$ cat config.mk
export PLATFORM = sky130hd
export DESIGN_NAME = button_conditioner
export DESIGN_NICKNAME = d
export VERILOG_FILES = /design/src/rtl/button_pkg.sv /design/src/rtl/btn_channel.sv /design/src/rtl/button_conditioner.sv
export SDC_FILE = /design/constraint.sdc
export NUM_CORES = 1
export LEC_CHECK = 0
export ABC_CLOCK_PERIOD_IN_PS = 5400
export BUFFER_PORTS_ARGS = -buffer_cell sky130_fd_sc_hd__buf_2
export CAP_MARGIN = 25
export CORE_MARGIN = 1.5
export CORE_UTILIZATION = 35
export CTS_CLUSTER_DIAMETER = 100
export DETAILED_ROUTE_END_ITERATION = 10
export GPL_ROUTABILITY_DRIVEN = 0
export PLACE_DENSITY_LB_ADDON = 0.1
export SYNTH_ARGS = -nofsm -noshare
export SYNTH_HDL_FRONTEND = slang
export SYNTH_SLANG_ARGS = --single-unit
$ cat constraint.sdc
create_clock -name clk -period 5.4 [get_ports clk]
set_input_delay 0.27 -clock clk [delete_from_list [all_inputs] [get_ports clk]]
set_output_delay 0.27 -clock clk [all_outputs]
set_load 0.03 [all_outputs]
$ cat src/rtl/button_pkg.sv
// Shared types and helpers for the push-button front end.
package button_pkg;

  localparam int MS_PER_S = 1000;

  // One channel's registered outputs. "release" is a keyword, hence release_p.
  typedef struct packed {
    logic level;
    logic press;
    logic release_p;
    logic long_p;
    logic repeat_p;
  } btn_evt_t;

  function automatic int ms_to_cycles(input int clk_hz, input int ms);
    return (clk_hz / MS_PER_S) * ms;
  endfunction

endpackage

$ cat src/rtl/btn_channel.sv
// One button channel: synchroniser, debouncer, edge pulses and, with
// BTN_AUTOREPEAT_EN defined, long-press / auto-repeat generation.
module btn_channel
  import button_pkg::*;
#(
  parameter int SYNC_STAGES = 2,
  parameter int DB_CYCLES   = 4,
  parameter int LONG_CYCLES = 10,
  parameter int REP_CYCLES  = 3
) (
  input  logic     clk,
  input  logic     reset,
  input  logic     btn,
  output btn_evt_t evt
);

  localparam int DB_W = $clog2(DB_CYCLES);
  localparam logic [DB_W-1:0] DB_LAST = DB_W'(DB_CYCLES - 1);

  if (DB_CYCLES < 2) begin : g_db_err
    $error("btn_channel: debounce window must be at least 2 cycles");
  end
  if (SYNC_STAGES < 2) begin : g_sync_err
    $error("btn_channel: synchroniser needs at least 2 stages");
  end
  if (LONG_CYCLES < 1 || REP_CYCLES < 1) begin : g_hold_err
    $error("btn_channel: long-press and repeat periods must be positive");
  end

  logic [SYNC_STAGES-1:0] sync_reg;
  logic [DB_W-1:0]        db_cnt_reg;
  logic                   level_reg;
  logic                   press_reg;
  logic                   release_reg;
  logic                   long_reg;
  logic                   repeat_reg;
  logic                   sync;
  logic                   accept;

  assign sync   = sync_reg[SYNC_STAGES-1];
  // The mismatch has lasted DB_CYCLES clocks including this one.
  assign accept = (sync != level_reg) && (db_cnt_reg == DB_LAST);

  always_ff @(posedge clk) begin
    if (reset) begin
      sync_reg    <= '0;
      db_cnt_reg  <= '0;
      level_reg   <= 1'b0;
      press_reg   <= 1'b0;
      release_reg <= 1'b0;
    end else begin
      sync_reg    <= {sync_reg[SYNC_STAGES-2:0], btn};
      press_reg   <= 1'b0;
      release_reg <= 1'b0;
      if (sync == level_reg) begin
        db_cnt_reg <= '0;
      end else if (!accept) begin
        db_cnt_reg <= db_cnt_reg + DB_W'(1);
      end else begin
        level_reg   <= sync;
        db_cnt_reg  <= '0;
        press_reg   <= sync;
        release_reg <= ~sync;
      end
    end
  end

`ifdef BTN_AUTOREPEAT_EN
  localparam int HOLD_W = $clog2(LONG_CYCLES + 1);
  localparam int REP_W  = $clog2(REP_CYCLES + 1);
  localparam logic [HOLD_W-1:0] HOLD_LAST = HOLD_W'(LONG_CYCLES - 1);
  localparam logic [REP_W-1:0]  REP_LAST  = REP_W'(REP_CYCLES - 1);

  logic [HOLD_W-1:0] hold_cnt_reg;
  logic [REP_W-1:0]  rep_cnt_reg;
  logic              long_done_reg;

  // Any accepted edge (press or release) restarts the hold timing; release wins.
  always_ff @(posedge clk) begin
    if (reset) begin
      hold_cnt_reg  <= '0;
      rep_cnt_reg   <= '0;
      long_done_reg <= 1'b0;
      long_reg      <= 1'b0;
      repeat_reg    <= 1'b0;
    end else begin
      long_reg   <= 1'b0;
      repeat_reg <= 1'b0;
      if (accept || !level_reg) begin
        hold_cnt_reg  <= '0;
        rep_cnt_reg   <= '0;
        long_done_reg <= 1'b0;
      end else if (!long_done_reg) begin
        if (hold_cnt_reg == HOLD_LAST) begin
          long_reg      <= 1'b1;
          repeat_reg    <= 1'b1;
          long_done_reg <= 1'b1;
          rep_cnt_reg   <= '0;
        end else begin
          hold_cnt_reg <= hold_cnt_reg + HOLD_W'(1);
        end
      end else if (rep_cnt_reg == REP_LAST) begin
        repeat_reg  <= 1'b1;
        rep_cnt_reg <= '0;
      end else begin
        rep_cnt_reg <= rep_cnt_reg + REP_W'(1);
      end
    end
  end
`else
  assign long_reg   = 1'b0;
  assign repeat_reg = 1'b0;
`endif

  assign evt = {level_reg, press_reg, release_reg, long_reg, repeat_reg};

endmodule

$ cat src/rtl/button_conditioner.sv
// N-channel push-button front end: polarity normalisation plus one btn_channel
// per input. Long-press/auto-repeat is built only with BTN_AUTOREPEAT_EN defined.
module button_conditioner
  import button_pkg::*;
#(
  parameter int NUM_CH        = 2,
  parameter int CLK_FREQ_HZ   = 100_000_000,
  parameter int DEBOUNCE_MS   = 20,
  parameter int SYNC_STAGES   = 2,
  parameter int ACTIVE_LOW    = 0,
  parameter int LONG_PRESS_MS = 1000,
  parameter int REPEAT_MS     = 200
) (
  input  logic              clk,
  input  logic              reset,
  input  logic [NUM_CH-1:0] i_btn,
  output logic [NUM_CH-1:0] o_level,
  output logic [NUM_CH-1:0] o_press,
  output logic [NUM_CH-1:0] o_release,
  output logic [NUM_CH-1:0] o_long,
  output logic [NUM_CH-1:0] o_repeat
);

  localparam int DB_CYCLES   = ms_to_cycles(CLK_FREQ_HZ, DEBOUNCE_MS);
  localparam int LONG_CYCLES = ms_to_cycles(CLK_FREQ_HZ, LONG_PRESS_MS);
  localparam int REP_CYCLES  = ms_to_cycles(CLK_FREQ_HZ, REPEAT_MS);

  if (NUM_CH < 1) begin : g_ch_err
    $error("button_conditioner: at least one channel is required");
  end

  // Everything behind this point works in the pressed = 1 domain.
  logic [NUM_CH-1:0] btn_norm;
  assign btn_norm = (ACTIVE_LOW != 0) ? ~i_btn : i_btn;

  btn_evt_t evt [NUM_CH];

  for (genvar gi = 0; gi < NUM_CH; gi++) begin : g_ch
    btn_channel #(
      .SYNC_STAGES (SYNC_STAGES),
      .DB_CYCLES   (DB_CYCLES),
      .LONG_CYCLES (LONG_CYCLES),
      .REP_CYCLES  (REP_CYCLES)
    ) u_ch (
      .clk   (clk),
      .reset (reset),
      .btn   (btn_norm[gi]),
      .evt   (evt[gi])
    );

    assign o_level[gi]   = evt[gi].level;
    assign o_press[gi]   = evt[gi].press;
    assign o_release[gi] = evt[gi].release_p;
    assign o_long[gi]    = evt[gi].long_p;
    assign o_repeat[gi]  = evt[gi].repeat_p;
  end

endmodule

---- Word level (Yosys, flattened, before mapping) ----
Index checks and enable logic that the tools add are counted.
storage, ports and cells
  register bits ........................... 52
  bits of input ports ..................... 4
  output and inout bits ................... 10
  logic and storage cells ................. 32
cells by class
  add/sub/neg operators ................... 2
  eq/ne operators ......................... 6
  bitwise operators ....................... 6
  reduce and logical (&&, ||, !) cells .... 8
operators with widths
  kind                                                              count
  21-bit by 1-bit adder with 21-bit output (second input constant)  2
  21-bit equality test (second input constant)                      2
  3-bit OR reduction                                                4
  1-bit NOT                                                         6
  2-bit AND reduction                                               2
  1-bit equality test                                               2
  1-bit logical AND                                                 2
  1-bit != test                                                     2

---- Longest topological paths before layout ----
Gate-level depths: netlist of run 1.
  word-level depth ........................ 4
  mapped depth ............................ 6
  gate-level depth less buffers ........... 5

---- Modules after synthesis ----
Synthesis of run 1 repeated with hierarchy kept, for this count alone.
unflattened totals
  cells, all modules ...................... 263
  area, all modules ....................... 2352.3 um^2
modules (own cells, without submodules)
  module                      instances  cells each  area an instance (um^2)  seq. area each (um^2)
  btn_channel (g_ch[1].u_ch)  1          132         1183.6                   520.5
  btn_channel (g_ch[0].u_ch)  1          131         1168.6                   520.5

---- Worst setup path after synthesis of run 1 ----
No wires, ideal clock.
  path type ............................... register to register
  start point ............................. reg g_ch[1].u_ch.db_cnt_reg[0]
  end point ............................... reg g_ch[1].u_ch.db_cnt_reg[20]
  library setup time ...................... 0.070 ns
  data arrival time ....................... 1.853 ns
  data required time ...................... 5.330 ns
  slack ................................... 3.478 ns
  stages on the path, launching flop included .. 7
  path buffers ............................ 1
  period minus slack after synthesis ...... 1.922 ns
  cells stage by stage .................... dfxtp_1 -> ha_1 -> nand3_1 -> or4_1 -> clkbuf_2 -> or4_1 -> a21oi_1
on the way
  cells in the longest elaborated chain, start to end .. 3
  elaborated cells between the ends (all ways) .. 4
  those cells by class .................... 1 x add/sub; 1 x eq/ne; 2 x reduce/logical
RTL lines
  element                                                                           RTL line           RTL
  start, declared                                                                   btn_channel.sv:31  logic [DB_W-1:0] db_cnt_reg;
  start signal, assigned                                                            btn_channel.sv:58  db_cnt_reg <= db_cnt_reg + DB_W'(1);
  branches (longest 3 deep; another with 21-bit by 1-bit adder with 21-bit output)  -
Parallel ways; which one is timed is not known.
A chain may end at the register's enable or synchronous reset.

---- Worst setup path after layout of run 1 ----
Ends and elaborated chain as after synthesis.

==> results of run 1 <==
[metal layers]
| metal | vias to the layer above | part of all wire |
|---|---|---|
| met5 | - | 0 |
| met4 | 0 | 0.020 |
| met3 | 8 | 0.039 |
| met2 | 23 | 0.39 |
| met1 | 746 | 0.55 |
| li1 | 898 | - |
[Yosys cell counts (all sizes together)]
cell,n,area share
or2,2,0.0055
dfxtp,52,0.46
xor2,11,0.042
inv,10,0.017
nor4b,2,0.0077
nor2b,5,0.014
or4,8,0.028
clkbuf,7,0.012
nand2,10,0.017
or4b,1,0.0044
nor2,30,0.050
and3,6,0.017
nand4,11,0.030
nor3,4,0.0088
xnor2,13,0.050
and4,3,0.012
a21oi,18,0.040
nor4,4,0.011
ha,2,0.011
or3,13,0.036
nand3,13,0.031
o21ai,15,0.033
conb,1,0.0017
buf,14,0.042
o31ai,5,0.017
and2,2,0.0055
[worst max path at each step]
stage	start	end	slack [ps]	cells past startpoint
after global routing	g_ch[0].u_ch.db_cnt_reg[2]	g_ch[0].u_ch.db_cnt_reg[11]	3040	4
after CTS	g_ch[1].u_ch.db_cnt_reg[0]	g_ch[1].u_ch.db_cnt_reg[20]	3240	5
final	g_ch[1].u_ch.db_cnt_reg[0]	g_ch[1].u_ch.db_cnt_reg[20]	3230	5
after detailed placement	g_ch[1].u_ch.db_cnt_reg[0]	g_ch[1].u_ch.db_cnt_reg[20]	3270	5
after floorplan	g_ch[1].u_ch.db_cnt_reg[0]	g_ch[1].u_ch.db_cnt_reg[20]	3480	6
after global placement	g_ch[1].u_ch.db_cnt_reg[0]	g_ch[1].u_ch.db_cnt_reg[20]	3250	5
[final cells by class]
class,instances,area share
Timing Repair Buffer,10,0.0220
Clock inverter,2,0.00523
Multi-Input combinational cell,182,0.453
Inverter,10,0.0157
Sequential cell,52,0.435
Tap cell,77,0.0403
Clock buffer,5,0.0288
[layout by cell type, fill, tap and decap left out, drive strengths merged, types with 2 or more instances in the layout]
cell / netlist / layout
a21oi: 18 / 18
and2: 2 / 2
and3: 6 / 6
and4: 3 / 3
buf: 14 / 10
clkbuf: 7 / 5
conb: 1 / 4
dfxtp: 52 / 52
ha: 2 / 2
inv: 10 / 10
nand2: 10 / 10
nand3: 13 / 13
nand4: 11 / 11
nor2: 30 / 30
nor2b: 5 / 5
nor3: 4 / 4
nor4: 4 / 4
nor4b: 2 / 2
o21ai: 15 / 15
o31ai: 5 / 5
or2: 2 / 2
or3: 13 / 13
or4: 8 / 8
xnor2: 13 / 13
xor2: 11 / 11
[worst max-delay path, stage by stage (launching register included)]
cell and delay (ps):
dfxtp_1 390, ha_1 230, nand3_1 170, or4_1 710, or4_1 450, a21oi_1 150
[kinds of logic (layout without fill, tap and decap cells)]
kind of cell    Yosys count  in the layout  synth area share
xor+xnor                 24             24            0.0926
other cells               1              4           0.00165
compound gates           38             38            0.0893
fa+ha+maj                 2              2            0.0110
buf+inv                  31             27            0.0706
simple gates            114            114             0.276
flops                    52             52             0.459
[metrics by stage]
stage               instance area, um2  setup slack, ps
floorplan                         2280             3480
global placement                  2310             3250
detailed placement                2310             3270
CTS                               2390             3240
global route                      2390             3040
finish                            2390             3230
[where the power goes]
part / internal [mW] / leakage (nW) / switching [mW]
logic: 0.00266 / 0.265 / 0.00875
clock network: 0.0880 / 0.0400 / 0.124
registers: 0.385 / 0.420 / 0.00107
==> impl_metrics.ini, run 1 <==
[outcome]
status = finished, final reports clean

[sta]
final.period_utilization = 0.402
fin_hold_ws_ps = 168
rsz0062_at_grt = false
fin_setup_tns_ps = 0
final-hold-violation-count = 0
period_needed_ps = 2170
setup_viol = 0
slew_headroom = 0.434
timing.fmax_mhz = 460
slew_violations = 0
worst_slew_pin_slew_ps = 849
skew_ps = 7.48

[yosys]
netlist_area_um2 = 2270
yosysSeqAreaShare = 0.459
postSynthAreaPerCell_um2 = 8.66
synth_warnings = 0
ys_ff_latch = 52
synthCells = 262
yosysUniqueCellTypes = 32

[floorplanning]
die_h_um = 83.5
io_pins = 14
die_area_um2 = 6980
core_area_um2 = 6310
rows = 29
initial_core_util = 0.359
dieWidth_um = 83.5

[setup_path]
reg2reg_setup_slack_ps = 3230
r2r_cells = 5
end_kind = flop
r2r_start = g_ch[1].u_ch.db_cnt_reg[0]
critPathMaxFanout = 9
cp_data_required_time_ps = 5640
worstSetupPathType = flop to flop
critPathLaunchType = flop
r2r-end = g_ch[1].u_ch.db_cnt_reg[20]
worstPathArrival_ps = 2410

[route]
wl_mm = 4.07
vias = 1675
ant_nets = 0
wire_per_inst_um = 12.0
vias_per_cell = 4.96
dr.first_iter.drc_count = 89
first_pass_iters = 4
drc = 0

[clocking]
clock_latency_ps = 300
cts_tree = built
clk_path_buf_depth = 2
clock-sinks = 52
h-tree-depth = 2
hold_buffers = 0
cts_buffers = 5
postCtsSetupBuffers = 0
clk_pin_slew_ps = 90
cts_resized = 0
root_buffer = clkbuf_8

[global_route]
first_global_vias = 1614
gr-max-usage-layer = met2
grt_overflow = 0
grt_max_degree = 21
grt_util_met3 = 0.0346
grt_util_met2 = 0.192
antenna_found_initial = 0
gr-usage-all-layers = 0.132
met1_usage = 0.185
grt_first_pass_wirelength_mm = 7.58

[power_and_ir_drop]
p_leak_nw = 0.725
power_density_nw_per_um2 = 255
vdd_drop_max_v = 0.000174
total_power_mw = 0.610

[finish]
instances_no_fill = 338
regArea_um2 = 1040
multi_input_area_um2 = 1080
syn2layout_area_growth_pct = 5.40
final_util = 0.379
largest_reg_flops = 42
layout-drive-gt1-share = 0.0805
n_antenna_cell = 0
nets = 267
fill_cells = 648

[worst_hold_path]
whs_path_depth = 2
hp-start = i_btn[1]
min_to = g_ch[1].u_ch.sync_reg[0]
hold_path.class = primary input to flop

[job]
maxCapViolCount = 0

[placement]
place_inst = 331
numPortBuffers = 9
dpl.hpwl_mm = 2.76
Note: power is estimated with default switching activity, not from simulation.
==> inputs of run 2 (changes only) <==
--- a/config.mk
+++ b/config.mk
@@ -5,7 +5,7 @@
 export SDC_FILE = /design/constraint.sdc
 export NUM_CORES = 1
 export LEC_CHECK = 0
-export ABC_CLOCK_PERIOD_IN_PS = 5400
+export ABC_CLOCK_PERIOD_IN_PS = 1700
 export BUFFER_PORTS_ARGS = -buffer_cell sky130_fd_sc_hd__buf_2
 export CAP_MARGIN = 25
 export CORE_MARGIN = 1.5
==> constraint.sdc (replaced) <==
create_clock -name clk -period 1.7 [get_ports clk]
set_input_delay 0.085 -clock clk [delete_from_list [all_inputs] [get_ports clk]]
set_output_delay 0.085 -clock clk [all_outputs]
set_load 0.03 [all_outputs]
==> impl_metrics.ini, run 2 (same netlist as run 1, synthesis figures left out) <==
[route]
vias_per_cell = 4.91
vias = 1835
ant_nets = 0
first_pass_iters = 4
wl_mm = 4.41
drc = 0
dr.first_iter.drc_count = 73
wire_per_inst_um = 11.8

[setup_path]
critPathLaunchType = flop
reg2reg_setup_slack_ps = -150
worstPathArrival_ps = 2090
cp-startpoint = g_ch[1].u_ch.db_cnt_reg[9]
end_kind = flop
cp_data_required_time_ps = 1940
cp_top_family = simple AND/OR/NAND/NOR gates
crit_chain = or4b_1, or4_4, or3_4, a21oi_2
worst-path-buf-inv = 0
r2r_cells = 4
slowest_stage = or4b_1
r2r_start = g_ch[1].u_ch.db_cnt_reg[9]
r2r-end = g_ch[1].u_ch.level_reg
worstSetupPathType = flop to flop
critPathMaxStageDelay_ps = 500
critPathMaxFanout = 4

[finish]
final_cell_mix = 42 x dfxtp_1, 34 x buf_4, 30 x nor2_1
nets = 303
final_util = 0.433
syn2layout_area_growth_pct = 20.3
n_antenna_cell = 0
layout-drive-gt1-share = 0.256
layout_commonest_cell = dfxtp_1
largest_reg_flops = 42

[clocking]
cts_buffers = 5
clk_path_buf_depth = 2
root_buffer = clkbuf_8
clock_latency_ps = 300
clk_pin_slew_ps = 90
cts_tree = built
h-tree-depth = 2
clock-sinks = 52

[sta]
rsz0062_at_grt = true
slew_violations = 0
fin_ws_ps = -154
period_needed_ps = 1850
timing.fmax_mhz = 539
final.period_utilization = 1.09
final-hold-violation-count = 0
skew_ps = 7.33
setup_viol = 24

[floorplanning]
die_h_um = 83.5
core_area_um2 = 6310
rows = 29
io_pins = 14
die_area_um2 = 6980
initial_core_util = 0.359
dieWidth_um = 83.5

[global_route]
gr-usage-all-layers = 0.133
grt_overflow = 0
antenna_found_initial = 0
first_global_vias = 1637
grt_first_pass_wirelength_mm = 7.61
grt_max_degree = 16

[placement]
numPortBuffers = 9
dpl.hpwl_mm = 3.08
pre_cts_ws_ps = -141

[power_and_ir_drop]
vdd_drop_max_v = 0.000406
p_leak_nw = 0.919
power_density_nw_per_um2 = 713

[worst_hold_path]
hold_path.class = primary input to flop
min_to = g_ch[1].u_ch.level_reg
whs_path_depth = 2
hp-start = reset

[job]
maxCapViolCount = 0

[outcome]
violations = negative setup slack
status = complete, but fails checks
-- run 2: cell count changes in the layout (fill, tap and decap cells not counted), sizes merged --
| cell | delta |
|---|---|
| buf | +34 |
| dlygate4sd3 | +2 |
-- run 2: worst max-delay path by stage --
stage / endpoint / depth (start not counted)
4_1_cts: g_ch[1].u_ch.level_reg / 4
6_report: g_ch[1].u_ch.level_reg / 4
3_3_place_gp: g_ch[1].u_ch.db_cnt_reg[12] / 5
5_1_grt: g_ch[1].u_ch.level_reg / 4
2_1_floorplan: g_ch[1].u_ch.db_cnt_reg[20] / 6
3_5_place_dp: g_ch[1].u_ch.db_cnt_reg[19] / 5
-- run 2: repair_timing --
| item | CTS | global route |
|---|---|---|
| hold buffers | 2 | 0 |
| pin swaps | 0 | 2 |
| hold endpoints to repair | 2 | 0 |
| resized for setup | 4 | 15 |
| buffers inserted | 0 | 3 |
| endpoints found under the setup margin | 24 | 45 |
-- run 2: area by class of cell --
type | instances | area, um2
Fill cell | 646 | 3580
Multi-Input combinational cell | 182 | 1130
Sequential cell | 52 | 1050
Timing Repair Buffer | 46 | 332
Tap cell | 77 | 96.3
Clock buffer | 5 | 68.8
Inverter | 10 | 37.5
Clock inverter | 2 | 12.5
-- run 2: through the flow --
| step | hold WS (ps) | area (um2) | power (mW) | TNS, ps | instances |
|---|---|---|---|---|---|
| CTS | 84.8 | 2670 | 1.99 | -2750 | 371 |
| floorplan | 213 | 2310 | 1.29 | -874 | 265 |
| detailed placement | 301 | 2550 | 1.29 | -2860 | 362 |
| global placement | 297 | 2550 | 1.30 | -2390 | 362 |
| global route | 91.8 | 2730 | 2.05 | -4590 | 374 |
| finish | 100 | 2730 | 1.95 | -2620 | 374 |
-- run 2: metal layers --
metal  global-route usage  routed length (um)
met1                0.193                2400
met2                0.188                1870
met3               0.0386                 109
met4               0.0447                  33
met5                    0                   0
-- run 2: power by group --
part / internal, mW / total, mW / switching (mW)
clock network: 0.280 / 0.676 / 0.396
logic: 0.0150 / 0.0454 / 0.0304
registers: 1.22 / 1.23 / 0.00354
total: 1.52 / 1.95 / 0.430
==> inputs of run 3 (changes only) <==
--- a/config.mk
+++ b/config.mk
@@ -6,12 +6,13 @@
 export NUM_CORES = 1
 export LEC_CHECK = 0
 export ABC_CLOCK_PERIOD_IN_PS = 1700
-export BUFFER_PORTS_ARGS = -buffer_cell sky130_fd_sc_hd__buf_2
 export CAP_MARGIN = 25
+export CORE_ASPECT_RATIO = 1.2
 export CORE_MARGIN = 1.5
 export CORE_UTILIZATION = 35
 export CTS_CLUSTER_DIAMETER = 100
 export DETAILED_ROUTE_END_ITERATION = 10
+export DONT_BUFFER_PORTS = 1
 export GPL_ROUTABILITY_DRIVEN = 0
 export PLACE_DENSITY_LB_ADDON = 0.1
 export SYNTH_ARGS = -nofsm -noshare
==> impl_metrics.ini, run 3 (same netlist as run 1, synthesis figures left out) <==
[route]
dr.first_iter.drc_count = 75
vias = 1821
wl_mm = 4.34
wire_per_inst_um = 11.4
drc = 0
first_pass_iters = 6
vias_per_cell = 4.79
ant_nets = 0

[setup_path]
slowest_stage = or4b_1
critPathMaxStageDelay_ps = 510
crit_chain = or4b_1, or4_4, or3_1, a21oi_1
r2r_start = g_ch[1].u_ch.db_cnt_reg[8]
critPathLaunchType = flop
critPathMaxFanout = 4
worstSetupPathType = flop to flop
end_kind = flop
cp_data_required_time_ps = 1950
reg2reg_setup_slack_ps = -130
worst-path-buf-inv = 0
cp-startpoint = g_ch[1].u_ch.db_cnt_reg[8]
worstPathArrival_ps = 2080
cp_top_family = simple AND/OR/NAND/NOR gates

[global_route]
gr-usage-all-layers = 0.134
first_global_vias = 1728
grt_overflow = 0
grt_first_pass_wirelength_mm = 7.56
grt_max_degree = 21
antenna_found_initial = 0

[clocking]
clock-sinks = 52
clk_path_buf_depth = 2
root_buffer = clkbuf_8
cts_buffers = 5
clock_latency_ps = 310
cts_tree = built
clk_pin_slew_ps = 100
h-tree-depth = 2

[floorplanning]
core_area_um2 = 6170
initial_core_util = 0.368
die_area_um2 = 6980
rows = 31
dieWidth_um = 76.5
die_h_um = 91.2
io_pins = 14

[sta]
slew_violations = 0
timing.fmax_mhz = 546
final-hold-violation-count = 0
rsz0062_at_grt = true
setup_viol = 24
skew_ps = 10.0
fin_ws_ps = -132
final.period_utilization = 1.08
period_needed_ps = 1830

[placement]
numPortBuffers = 0
place_inst = 365
dpl.hpwl_mm = 3.05
placed_cell_area_um2 = 2590

[power_and_ir_drop]
vdd_drop_max_v = 0.000310
p_leak_nw = 0.935
power_density_nw_per_um2 = 728
total_power_mw = 2.03

[worst_hold_path]
hp-start = reset
hold_path.class = primary input to flop

[finish]
nets = 303
layout-drive-gt1-share = 0.218
largest_reg_flops = 42
finalInstanceArea_um2 = 2790
instances_no_fill = 380
n_antenna_cell = 0
final_util = 0.452
syn2layout_area_growth_pct = 22.7
final_cell_mix = 46 x dfxtp_1, 37 x buf_4, 30 x nor2_1
layout_commonest_cell = dfxtp_1
fill_cells = 604

[job]
maxCapViolCount = 0

[outcome]
violations = negative setup slack
status = complete, but fails checks
run 3: path summary, 6_finish.rpt:
| check | to | cells after the start |
|---|---|---|
| setup reg to reg | g_ch[1].u_ch.level_reg | 4 |
| hold / removal | g_ch[1].u_ch.db_cnt_reg[1] | 2 |
| hold reg to reg | g_ch[0].u_ch.db_cnt_reg[0] | 1 |
| setup / recovery | g_ch[1].u_ch.level_reg | 4 |
run 3: repair_timing:
action | 4_1_cts | 5_1_grt
endpoints found under the setup margin | 24 | 45
setup buffers | 0 | 1
hold endpoints to repair | 9 | 4
pin swaps | 0 | 2
resized for setup | 3 | 7
hold buffers | 5 | 1
run 3: cell type report:
class / instances / area, um2 / share of cell area
Timing Repair Buffer: 46 / 389 / 0.140
Sequential cell: 52 / 1050 / 0.376
Tap cell: 82 / 103 / 0.0368
Clock inverter: 2 / 15.0 / 0.00539
Multi-Input combinational cell: 182 / 1110 / 0.398
Clock buffer: 6 / 82.6 / 0.0296
Inverter: 10 / 37.5 / 0.0135
run 3: metrics by stage:
| step | hold slack [ps] | TNS [ps] | setup WS [ps] |
|---|---|---|---|
| final | 6.67 | -2560 | -132 |
| after global routing | 16.3 | -4410 | -199 |
| after CTS | -180 | -2640 | -135 |
| after detailed placement | 157 | -3370 | -159 |
| after global placement | 157 | -2840 | -130 |
| after floorplan | 213 | -874 | -78.9 |
run 3: worst reg2reg max path: stages, from the launching register on:
cell,delay (ps)
dfxtp_2,330
or4b_1,510
or4_4,450
or3_1,350
a21oi_1,140
run 3: power breakdown:
group	switching (mW)	internal, mW
combinational	0.0275	0.0177
clock	0.425	0.330
sequential	0.00286	1.22
total	0.456	1.57
run 3: per-layer routing:
metal | GRT usage | vias to the layer above | routed length (um)
met5 | 0 | - | 0
met4 | 0.0509 | 0 | 68
met3 | 0.0332 | 6 | 106
met2 | 0.235 | 9 | 2150
met1 | 0.156 | 834 | 2020
li1 | - | 972 | -
